[src/rtl/neopixel_pattern_gen_if.sv]
// Pattern-generator bus: transmitter handshake, rotation controls, palette port, slot outputs.
interface neopixel_pattern_gen_if;
    logic        rd_next;
    logic        step;
    logic        dir;
    logic        hold;
    logic [1:0]  bright;
    logic        pal_we;
    logic [4:0]  pal_addr;
    logic [23:0] pal_wdata;
    logic [23:0] pix_data;
    logic        msg_typ;
    logic        frame_done;

    modport master (
        output rd_next, step, dir, hold, bright, pal_we, pal_addr, pal_wdata,
        input  pix_data, msg_typ, frame_done
    );

    modport slave (
        input  rd_next, step, dir, hold, bright, pal_we, pal_addr, pal_wdata,
        output pix_data, msg_typ, frame_done
    );
endinterface

[src/rtl/neopixel_pattern_gen.sv]
// NeoPixel colour-pattern source: writable palette, rotating pixel mapping, per-slot framing.
module neopixel_pattern_gen #(
    parameter int unsigned NUM_PIXELS   = 18,
    parameter int unsigned PALETTE_SIZE = 6,
    parameter int unsigned LATCH_SLOTS  = 2,
    parameter logic [PALETTE_SIZE*24-1:0] PAL_INIT = {24'h330033, 24'h000066, 24'h003333,
                                                      24'h006600, 24'h333300, 24'h660000}
) (
    input  logic                  clk,
    input  logic                  rst,
    neopixel_pattern_gen_if.slave bus
);
    localparam int unsigned TOTAL_SLOTS = NUM_PIXELS + LATCH_SLOTS;
    localparam int unsigned SLOT_W      = $clog2(TOTAL_SLOTS);
    localparam int unsigned PAL_W       = $clog2(PALETTE_SIZE);
    localparam logic [SLOT_W-1:0] LAST_SLOT = SLOT_W'(TOTAL_SLOTS - 1);
    localparam logic [PAL_W-1:0]  LAST_IDX  = PAL_W'(PALETTE_SIZE - 1);

    logic [23:0]       r_pal [PALETTE_SIZE];
    logic [SLOT_W-1:0] r_slot, w_slot_nxt;
    logic [PAL_W-1:0]  r_ofs, w_ofs_nxt;
    logic [PAL_W-1:0]  r_cidx, w_cidx_nxt;
    logic              r_pend, w_pend_nxt;
    logic [23:0]       r_pix_data, w_pix_nxt;
    logic              r_msg_typ, w_msg_nxt;
    logic              r_frame_done, w_done_nxt;

    logic              w_boundary;
    logic              w_apply;
    logic [PAL_W-1:0]  w_ofs_stepped;
    logic [PAL_W-1:0]  w_cidx_inc;
    logic              w_next_is_pixel;
    logic              w_wr_in_range;

    // Per-channel brightness: each GRB byte shifted right independently.
    function automatic logic [23:0] f_scale(input logic [23:0] c, input logic [1:0] b);
        return {c[23:16] >> b, c[15:8] >> b, c[7:0] >> b};
    endfunction

    assign w_boundary      = bus.rd_next && (r_slot == LAST_SLOT);
    assign w_apply         = w_boundary && !bus.hold && (r_pend || bus.step);
    assign w_ofs_stepped   = bus.dir ? ((r_ofs == '0) ? LAST_IDX : PAL_W'(r_ofs - PAL_W'(1)))
                                     : ((r_ofs == LAST_IDX) ? '0 : PAL_W'(r_ofs + PAL_W'(1)));
    assign w_cidx_inc      = (r_cidx == LAST_IDX) ? '0 : PAL_W'(r_cidx + PAL_W'(1));
    assign w_next_is_pixel = 32'(r_slot) < (NUM_PIXELS - 1);
    assign w_wr_in_range   = {27'd0, bus.pal_addr} < PALETTE_SIZE;

    // Next slot, rotation and output values; implicit PIXEL/LATCH state lives in r_slot.
    always_comb begin
        w_slot_nxt = r_slot;
        w_ofs_nxt  = r_ofs;
        w_cidx_nxt = r_cidx;
        w_pend_nxt = r_pend || bus.step;
        w_pix_nxt  = r_pix_data;
        w_msg_nxt  = r_msg_typ;
        w_done_nxt = 1'b0;

        if (w_boundary && !bus.hold) begin
            w_pend_nxt = 1'b0;
        end
        if (w_apply) begin
            w_ofs_nxt = w_ofs_stepped;
        end

        if (bus.rd_next) begin
            if (w_boundary) begin
                w_slot_nxt = '0;
                w_cidx_nxt = w_ofs_nxt;
                w_pix_nxt  = f_scale(r_pal[w_ofs_nxt], bus.bright);
                w_msg_nxt  = 1'b1;
                w_done_nxt = 1'b1;
            end else if (w_next_is_pixel) begin
                w_slot_nxt = SLOT_W'(r_slot + SLOT_W'(1));
                w_cidx_nxt = w_cidx_inc;
                w_pix_nxt  = f_scale(r_pal[w_cidx_inc], bus.bright);
                w_msg_nxt  = 1'b1;
            end else begin
                w_slot_nxt = SLOT_W'(r_slot + SLOT_W'(1));
                w_pix_nxt  = '0;
                w_msg_nxt  = 1'b0;
            end
        end
    end

    // Slot, rotation and output registers.
    always_ff @(posedge clk) begin
        if (rst) begin
            r_slot       <= '0;
            r_ofs        <= '0;
            r_cidx       <= '0;
            r_pend       <= 1'b0;
            r_pix_data   <= PAL_INIT[23:0];
            r_msg_typ    <= 1'b1;
            r_frame_done <= 1'b0;
        end else begin
            r_slot       <= w_slot_nxt;
            r_ofs        <= w_ofs_nxt;
            r_cidx       <= w_cidx_nxt;
            r_pend       <= w_pend_nxt;
            r_pix_data   <= w_pix_nxt;
            r_msg_typ    <= w_msg_nxt;
            r_frame_done <= w_done_nxt;
        end
    end

    // Palette storage; reads in the write cycle see the old entry.
    always_ff @(posedge clk) begin
        if (rst) begin
            for (int i = 0; i < int'(PALETTE_SIZE); i++) begin
                r_pal[i] <= PAL_INIT[i*24 +: 24];
            end
        end else if (bus.pal_we && w_wr_in_range) begin
            r_pal[bus.pal_addr[PAL_W-1:0]] <= bus.pal_wdata;
        end
    end

    assign bus.pix_data   = r_pix_data;
    assign bus.msg_typ    = r_msg_typ;
    assign bus.frame_done = r_frame_done;
endmodule

[src/flat_wrapper.sv]
// flat-port wrapper written by rule: the top's interface ports become plain ports
module neopixel_pattern_gen_flat 
#(
    parameter int unsigned NUM_PIXELS   = 18,
    parameter int unsigned PALETTE_SIZE = 6,
    parameter int unsigned LATCH_SLOTS  = 2,
    parameter logic [PALETTE_SIZE*24-1:0] PAL_INIT = {24'h330033, 24'h000066, 24'h003333,
                                                      24'h006600, 24'h333300, 24'h660000}
)
  (clk, rst, bus_rd_next, bus_step, bus_dir, bus_hold, bus_bright, bus_pal_we, bus_pal_addr, bus_pal_wdata, bus_pix_data, bus_msg_typ, bus_frame_done);
  neopixel_pattern_gen_if bus_i ();
  input  logic clk;
  input  logic rst;
  input wire logic [$bits(bus_i.rd_next)-1:0] bus_rd_next;
  input wire logic [$bits(bus_i.step)-1:0] bus_step;
  input wire logic [$bits(bus_i.dir)-1:0] bus_dir;
  input wire logic [$bits(bus_i.hold)-1:0] bus_hold;
  input wire logic [$bits(bus_i.bright)-1:0] bus_bright;
  input wire logic [$bits(bus_i.pal_we)-1:0] bus_pal_we;
  input wire logic [$bits(bus_i.pal_addr)-1:0] bus_pal_addr;
  input wire logic [$bits(bus_i.pal_wdata)-1:0] bus_pal_wdata;
  output wire logic [$bits(bus_i.pix_data)-1:0] bus_pix_data;
  output wire logic [$bits(bus_i.msg_typ)-1:0] bus_msg_typ;
  output wire logic [$bits(bus_i.frame_done)-1:0] bus_frame_done;
  assign bus_i.rd_next = bus_rd_next;
  assign bus_i.step = bus_step;
  assign bus_i.dir = bus_dir;
  assign bus_i.hold = bus_hold;
  assign bus_i.bright = bus_bright;
  assign bus_i.pal_we = bus_pal_we;
  assign bus_i.pal_addr = bus_pal_addr;
  assign bus_i.pal_wdata = bus_pal_wdata;
  assign bus_pix_data = bus_i.pix_data;
  assign bus_msg_typ = bus_i.msg_typ;
  assign bus_frame_done = bus_i.frame_done;
  neopixel_pattern_gen #(.NUM_PIXELS(NUM_PIXELS), .PALETTE_SIZE(PALETTE_SIZE), .LATCH_SLOTS(LATCH_SLOTS), .PAL_INIT(PAL_INIT)) u_core (.clk(clk), .rst(rst), .bus(bus_i));
endmodule
[config.mk]
export PLATFORM = sky130hd
export DESIGN_NAME = neopixel_pattern_gen_flat
export DESIGN_NICKNAME = d
export VERILOG_FILES = /design/src/rtl/neopixel_pattern_gen_if.sv /design/src/rtl/neopixel_pattern_gen.sv /design/src/flat_wrapper.sv
export SDC_FILE = /design/constraint.sdc
export NUM_CORES = 1
export LEC_CHECK = 0
export ABC_CLOCK_PERIOD_IN_PS = 3060
export CAP_MARGIN = 20
export CORE_MARGIN = 4
export CORE_UTILIZATION = 55
export DETAILED_ROUTE_END_ITERATION = 8
export PLACE_DENSITY = 0.77
export SYNTH_ARGS = -nofsm -noshare
export SYNTH_HDL_FRONTEND = slang
export SYNTH_SLANG_ARGS = --single-unit
[constraint.sdc]
create_clock -name clk -period 3.06 [get_ports clk]
set_input_delay 0.765 -clock clk [delete_from_list [all_inputs] [get_ports clk]]
set_output_delay 0.765 -clock clk [all_outputs]
set_load 0.005 [all_outputs]
==> qor.csv, run 1 <==
stage;metric;value;unit
placed_design;PortBufs;63;
logic_synthesis;Primary FF master, synth;edfxtp_1;
setup_path;Crit path required time;3.51;ns
logic_synthesis;Adder-Cell Fraction of Synth Area;0.00200;
die;Initial Util;0.567;
pwr;PwrDens;484;mW/mm^2
logic_synthesis;yosys warns;0;
clock_network;CTS tree;done;
route;Residual DRC;0;
logic_synthesis;asr flop ratio synth;0;
setup_path;crit-path max cell delay;0.57;ns
logic_synthesis;Post-Synth Simple-Gate Area;0.179;
die;Die ar.;0.0253;sq mm
die;die height;159;um
setup_path;worst-path fanout max;5;
clock_network;Root Buffer;clkbuf_16;
pwr;Leak Pwr;5.75;nW
setup_path;worst-path cell chain;ha_4 > nand4b_1 > a2111o_1 > a22oi_4 > buf_6 > buf_4 > a2111oi_0 > or4_1 > a211o_1 > a211oi_2;
grt;initial antenna violation count;0;
flow_run;MaxCap Viol Count;0;
logic_synthesis;sequential fraction of the synthesis area;0.521;
route;WL/cell;23.7;um
setup_path;CP arrival;3.50;ns
timing;Hold Worst Slack;0.475;ns
setup_path;CP Capture Type;flip-flop;
grt;largest net degree at the start of global routing;56;
placed_design;Final Wtd Congestion;0.995;
timing;final max-slew violation count;0;
final_layout;Antenna Cells;0;
final_layout;Synth-to-Final Area Change;24.3;%
die;io pins;64;
logic_synthesis;count of cell types in the netlist;78;
pwr;VDD IR max;452;uV
logic_synthesis;main combinational cell family by area after synthesis;simple AND/OR/NAND/NOR gates;
route;drt pass-1 iters;7;
setup_path;crit start category;flip-flop;
clock_network;Reg clk slew, reported paths;0.07;ns
route;DR vias/cell;6.69;
route;total wire length;39.5;mm
worst_hold_path;HP Class;flip-flop to flip-flop;
pwr;Overall Power;0.00753;W
clock_network;Num CTS Buffers;25;
route;total number of vias;11100;
placed_design;Worst Setup Slack post-DPL;-0.780;ns
logic_synthesis;Cells after Synth;1201;
logic_synthesis;synthesized area per cell;10.4;sq um
grt;vias in the first global route;10600;
logic_synthesis;Post-Syn Area;0.0125;sq mm
route;initial DRC count;1498;
clock_network;Longest Clk Path Bufs;3;
timing;Hold Violations, Final;0;
grt;grt total ovfl;0;
timing;setup slack after layout;0.0138;ns
clock_network;CTS H-tree depth;1;
timing;total negative slack;0;ns
grt;Total GRT Usage;0.294;
final_layout;layout net count;1409;
outcome;status;finished clean;
timing;post-layout min period;3.05;ns
timing;Finish-stage setup viols;0;
final_layout;ratio of cells with drive above 1 in the final layout;0.198;
die;die span in x;159;um
logic_synthesis;fraction of synthesized cell area in xor and xnor cells;0.00210;
setup_path;CP max stage cell;or4_1;
route;Final ANT Viol Nets;0;
timing;clk_skew;0.00925;ns
logic_synthesis;post-synthesis mux area share;0.0901;
logic_synthesis;Compound-Gate Fraction of Synth Area;0.159;
logic_synthesis;FF+latch count, synth;230;
timing;Max Clock Freq;328;MHz
timing;worst slew pin tran;0.719;ns
setup_path;worst path bufs/invs;2;
logic_synthesis;Post-synth EDFFs;192;
timing;max-slew headroom at the worst pin;0.521;
clock_network;# clock sinks;230;
die;CORE AREA;0.0221;sq mm
clock_network;Hold Buf Count CTS;0;
setup_path;delay-heaviest family, CP;compound AO/OA/AOI/OAI gates;
setup_path;Crit Path Category;flip-flop to flip-flop;
timing;RSZ-0062 raised after global routing;true;
clock_network;clock latency at the later pin of the worst-skew pair;0.53;ns
placed_design;DP HPWL;26.3;mm
timing;crit share post-route;0.995;
die;FP Rows;54;
grt;first-pass GRT wire length;59.2;mm
per-layer routing:
layer	wire (um)	up-vias	global-route usage
met1	14700	5325	0.399
met3	5100	132	0.0601
met2	18400	828	0.475
met4	1380	0	0.103
li1	-	4857	-
met5	0	-	0
stage by stage:
| step | util | std cells | cell area, sq um |
|---|---|---|---|
| floorplan | - | 1248 | 12700 |
| finish | 0.705 | 1666 | 15600 |
| global route | 0.705 | 1666 | 15600 |
| CTS | 0.692 | 1660 | 15300 |
| detailed placement | 0.651 | 1608 | 14400 |
| global placement | 0.651 | 1608 | 14400 |
registers in the layout, summed over array words and instances (netlist names):
signal / flops
u_core.bus.msg_typ: 1
u_core.bus.pix_data: 24
u_core.r_cidx: 3
u_core.r_ofs: 3
u_core.r_pal: 192
u_core.r_slot: 5
u_core.bus.frame_done: 1
u_core.r_pend: 1
synthesized netlist by cell type, types with 17 or more instances:
cell type / number / area share
edfxtp_1: 192 / 0.46
o211ai_1: 22 / 0.013
o21ai_0: 50 / 0.020
a21oi_1: 33 / 0.013
mux2i_1: 61 / 0.049
dfxtp_1: 38 / 0.061
o22a_1: 19 / 0.013
nor2_1: 142 / 0.043
o221ai_1: 17 / 0.012
nand3_1: 31 / 0.012
a211oi_1: 17 / 0.010
nor3_1: 21 / 0.0084
nand4_1: 28 / 0.014
clkbuf_1: 72 / 0.022
and3_1: 39 / 0.019
mux2_2: 26 / 0.023
inv_1: 30 / 0.0090
and2_1: 25 / 0.012
a2111oi_0: 32 / 0.022
nand2_1: 124 / 0.037
final timing paths:
| kind | depth (start not counted) | start | slack (ns) | to |
|---|---|---|---|---|
| setup reg to reg | 10 | u_core.r_slot[1] | 0.01 | u_core.bus.pix_data[9] |
| setup / recovery | 10 | u_core.r_slot[1] | 0.01 | u_core.bus.pix_data[9] |
| hold / removal | 1 | u_core.bus.msg_typ | 0.48 | u_core.bus.msg_typ |
| hold reg to reg | 1 | u_core.bus.msg_typ | 0.48 | u_core.bus.msg_typ |
placed cells by master (no fill, tap or decap), drive strengths merged, types with 8 or more instances in the layout:
cell type	n
and3	39
a221oi	8
a22oi	10
conb	48
nand4	29
or4	10
mux2	26
nor3	22
buf	133
clkdlybuf4s50	59
o221ai	17
inv	31
clkbuf	34
a32o	8
o22a	19
nand2b	13
clkinv	12
o21ai	51
edfxtp	192
nor2	143
nand2	125
and2	25
a2111oi	33
dfxtp	38
a21oi	34
o221a	8
nand3	31
mux4	10
mux2i	61
o211ai	22
a211oi	17
cell families (layout without fill, tap and decap cells):
logic type	Yosys count	after routing
adders and majority gates	2	2
DFF	230	230
AOI/OAI and AO/OA	266	266
xor gates and xnor gates	3	3
buffers and inverters	135	273
and+or+nand+nor	467	467
muxes	97	97
other	1	48
final cells by class:
type | instances | area, sq um
clock buffers | 31 | 648
flip-flops and latches | 230 | 6540
repair buffers | 197 | 1930
multi-input cells | 883 | 5870
inverters | 32 | 120
fillers | 1524 | 6520
clock inverters | 13 | 119
well taps | 280 | 350
report_power, final:
part / internal [W] / switching (W) / leakage (nW)
clock network: 0.00167 / 0.00124 / 0.380
registers: 0.00357 / 0.000131 / 2.17
logic: 0.000415 / 0.000506 / 3.20
total: 0.00566 / 0.00188 / 5.75
timing repair:
action | CTS | global route
resized for setup | 27 | 54
cloned | 0 | 1
setup buffers | 8 | 5
setup endpoints to repair | 21 | 20
pin swaps | 8 | 21
(Power assumes the default switching activity.)
==> run 2, diff against run 1 <==
Settings changed: TNS_END_PERCENT from default to 30.
==> run 2 against run 1 <==
Compared with the run above: maximum frequency is 0.93% higher; register-to-register slack improved by 0.03 ns; first-iteration DRC count rose by 4.1%; non-clock buffer count stayed put; combinational power decreased by 0.9%; worst setup slack improved by 0.028 ns; hold slack improved by 0.0036 ns; wire length rose by 0.42%; critical path depth grew 1; count of clock-buffer cells in the layout rose by 1; clock skew up 0.0055 ns; critical path type unchanged; critical endpoint is now u_core.bus.pix_data[8].
==> qor.csv, run 2 (synthesis gave the netlist of run 1 again) <==
stage;metric;value;unit
pwr;Internal Dissipation;0.00576;W
final_layout;Synth-to-Final Area Change;24.1;%
route;WL/cell;23.8;um
setup_path;CP arrival;3.43;ns
timing;final max-slew violation count;0;
setup_path;Crit path required time;3.47;ns
timing;post-layout min period;3.02;ns
die;die height;159;um
setup_path;reg-to-reg endpoint;u_core.bus.pix_data[8];
final_layout;max reg flops;192;
placed_design;DP HPWL;26.6;mm
worst_hold_path;Worst Hold End;u_core.bus.msg_typ;
timing;clk_skew;0.0148;ns
die;Initial Util;0.567;
timing;Hold Violations, Final;0;
final_layout;Antenna Cells;0;
timing;setup slack after layout;0.0419;ns
grt;Total GRT Usage;0.300;
setup_path;Crit Path Category;flip-flop to flip-flop;
final_layout;FILL cells;1562;
timing;worst slew pin tran;0.587;ns
timing;Finish-stage setup viols;0;
final_layout;most common cell after layout, fill and taps aside;edfxtp_1;
worst_hold_path;Hold Crit Depth;1;
timing;crit share post-route;0.986;
grt;initial antenna violation count;0;
final_layout;ratio of cells with drive above 1 in the final layout;0.191;
die;Die ar.;0.0253;sq mm
timing;Hold Worst Slack;0.479;ns
final_layout;most frequent cells in the layout;edfxtp_1 (192), nor2_1 (139), nand2_1 (124);
placed_design;Worst Setup Slack post-DPL;-0.752;ns
clock_network;CTS H-tree depth;1;
clock_network;Longest Clk Path Bufs;3;
final_layout;Reg area;0.00654;sq mm
grt;first-pass GRT wire length;60.5;mm
die;io pins;64;
grt;vias in the first global route;10800;
route;DR vias/cell;6.64;
setup_path;FF-to-FF setup slack;0.04;ns
final_layout;layout net count;1410;
route;Final ANT Viol Nets;0;
route;total wire length;39.7;mm
setup_path;worst-path fanout max;11;
timing;Max Clock Freq;331;MHz
worst_hold_path;HP Class;flip-flop to flip-flop;
grt;largest net degree at the start of global routing;43;
setup_path;CP Capture Type;flip-flop;
final_layout;fin area;0.0155;sq mm
placed_design;PortBufs;63;
clock_network;Reg clk slew, reported paths;0.07;ns
timing;max-slew headroom at the worst pin;0.608;
route;drt pass-1 iters;5;
route;Residual DRC;0;
outcome;status;finished clean;
clock_network;Root Buffer;clkbuf_16;
setup_path;crit start category;flip-flop;
pwr;Seq pwr share;0.487;
final_layout;fin util;0.703;
worst_hold_path;hold path startpoint;u_core.bus.msg_typ;
clock_network;Num CTS Buffers;25;
placed_design;Area after DPL;0.0143;sq mm
die;die span in x;159;um
placed_design;Final Wtd Congestion;1.04;
final_layout;Multi-input gate area;0.00582;sq mm
flow_run;MaxCap Viol Count;0;
grt;grt total ovfl;0;
pwr;Overall Power;0.00762;W
pwr;VDD IR max;429;uV
setup_path;Worst R2R Start;u_core.r_slot[1];
setup_path;Worst R2R Path Depth;11;
clock_network;Hold Buf Count CTS;0;
route;total number of vias;11100;
pwr;Leak Pwr;5.74;nW
pwr;combinational share of power;0.120;
die;FP Rows;54;
die;CORE AREA;0.0221;sq mm
pwr;Clock power frac;0.394;
timing;RSZ-0062 raised after global routing;true;
pwr;sw frac;0.244;
clock_network;clock latency at the later pin of the worst-skew pair;0.53;ns
final_layout;most flop-heavy register;u_core.r_pal;
route;initial DRC count;1560;
clock_network;# clock sinks;230;
pwr;switching power;0.00186;W
pwr;PwrDens;490;mW/mm^2
clock_network;CTS tree;done;
-- run 2: cell types whose count changed in the layout (fill, tap and decap cells not counted), sizes merged --
cell / previous run / this run
a22o: 1 / 2
buf: 133 / 134
bufinv: 2 / 3
clkinv: 12 / 7
clkinvlp: 0 / 1
-- run 2: how the worst max path moves through the flow --
stage	start	end	slack, ns	cells past startpoint
after floorplan	bus_step	u_core.bus.pix_data[18]	-0.03	11
after global placement	bus_dir	u_core.bus.pix_data[0]	-0.68	12
after detailed placement	bus_dir	u_core.bus.pix_data[18]	-0.75	9
after CTS	bus_step	u_core.bus.pix_data[18]	-0.004	11
after global routing	u_core.r_slot[1]	u_core.bus.pix_data[8]	-0.11	11
final	u_core.r_slot[1]	u_core.bus.pix_data[8]	0.04	11
-- run 2: critical path, cell delays in order (launching register included) --
cell and delay (ns):
dfxtp_4 0.36, ha_4 0.14, nand4b_1 0.12, buf_4 0.16, a2111o_1 0.35, buf_4 0.19
a22o_4 0.32, a2111oi_0 0.41, or4_1 0.26, mux2i_1 0.13, and4_1 0.22, a221o_1 0.25
-- run 2: per-layer routing --
layer,global-route usage,up-vias,routed length (um)
li1,-,4867,-
met1,0.404,5192,14900
met2,0.486,840,18200
met3,0.0622,161,4950
met4,0.108,0,1640
met5,0,-,0
-- run 2: area by class of cell --
class,instances,share of cell area
flip-flops and latches,230,0.421
multi-input cells,884,0.375
repair buffers,197,0.124
clock buffers,32,0.0426
well taps,280,0.0225
clock inverters,10,0.00829
inverters,32,0.00773
-- run 2: power groups by stage --
stage	Clock [W]	Sequential [W]	Combinational (W)
after detailed placement	0	0.00376	0.000865
after global placement	0	0.00375	0.000849
after global routing	0.00314	0.00372	0.000974
after floorplan	0	0.00370	0.000509
final	0.00300	0.00371	0.000913
after CTS	0.00300	0.00370	0.000874
-- run 2: repair_timing --
action                                  4_1_cts  5_1_grt
pin swaps                                    13       23
endpoints found under the setup margin       20       21
resized for setup                            21       56
gates cloned                                  2        1
buffers inserted                              5       12
-- run 2: per-stage QoR --
stage	setup TNS (ns)	std cells
after floorplan	-0.0327	1248
after global placement	-14.10	1605
after detailed placement	-15.28	1605
after CTS	-0.00577	1653
after global routing	-0.311	1665
final	0	1665
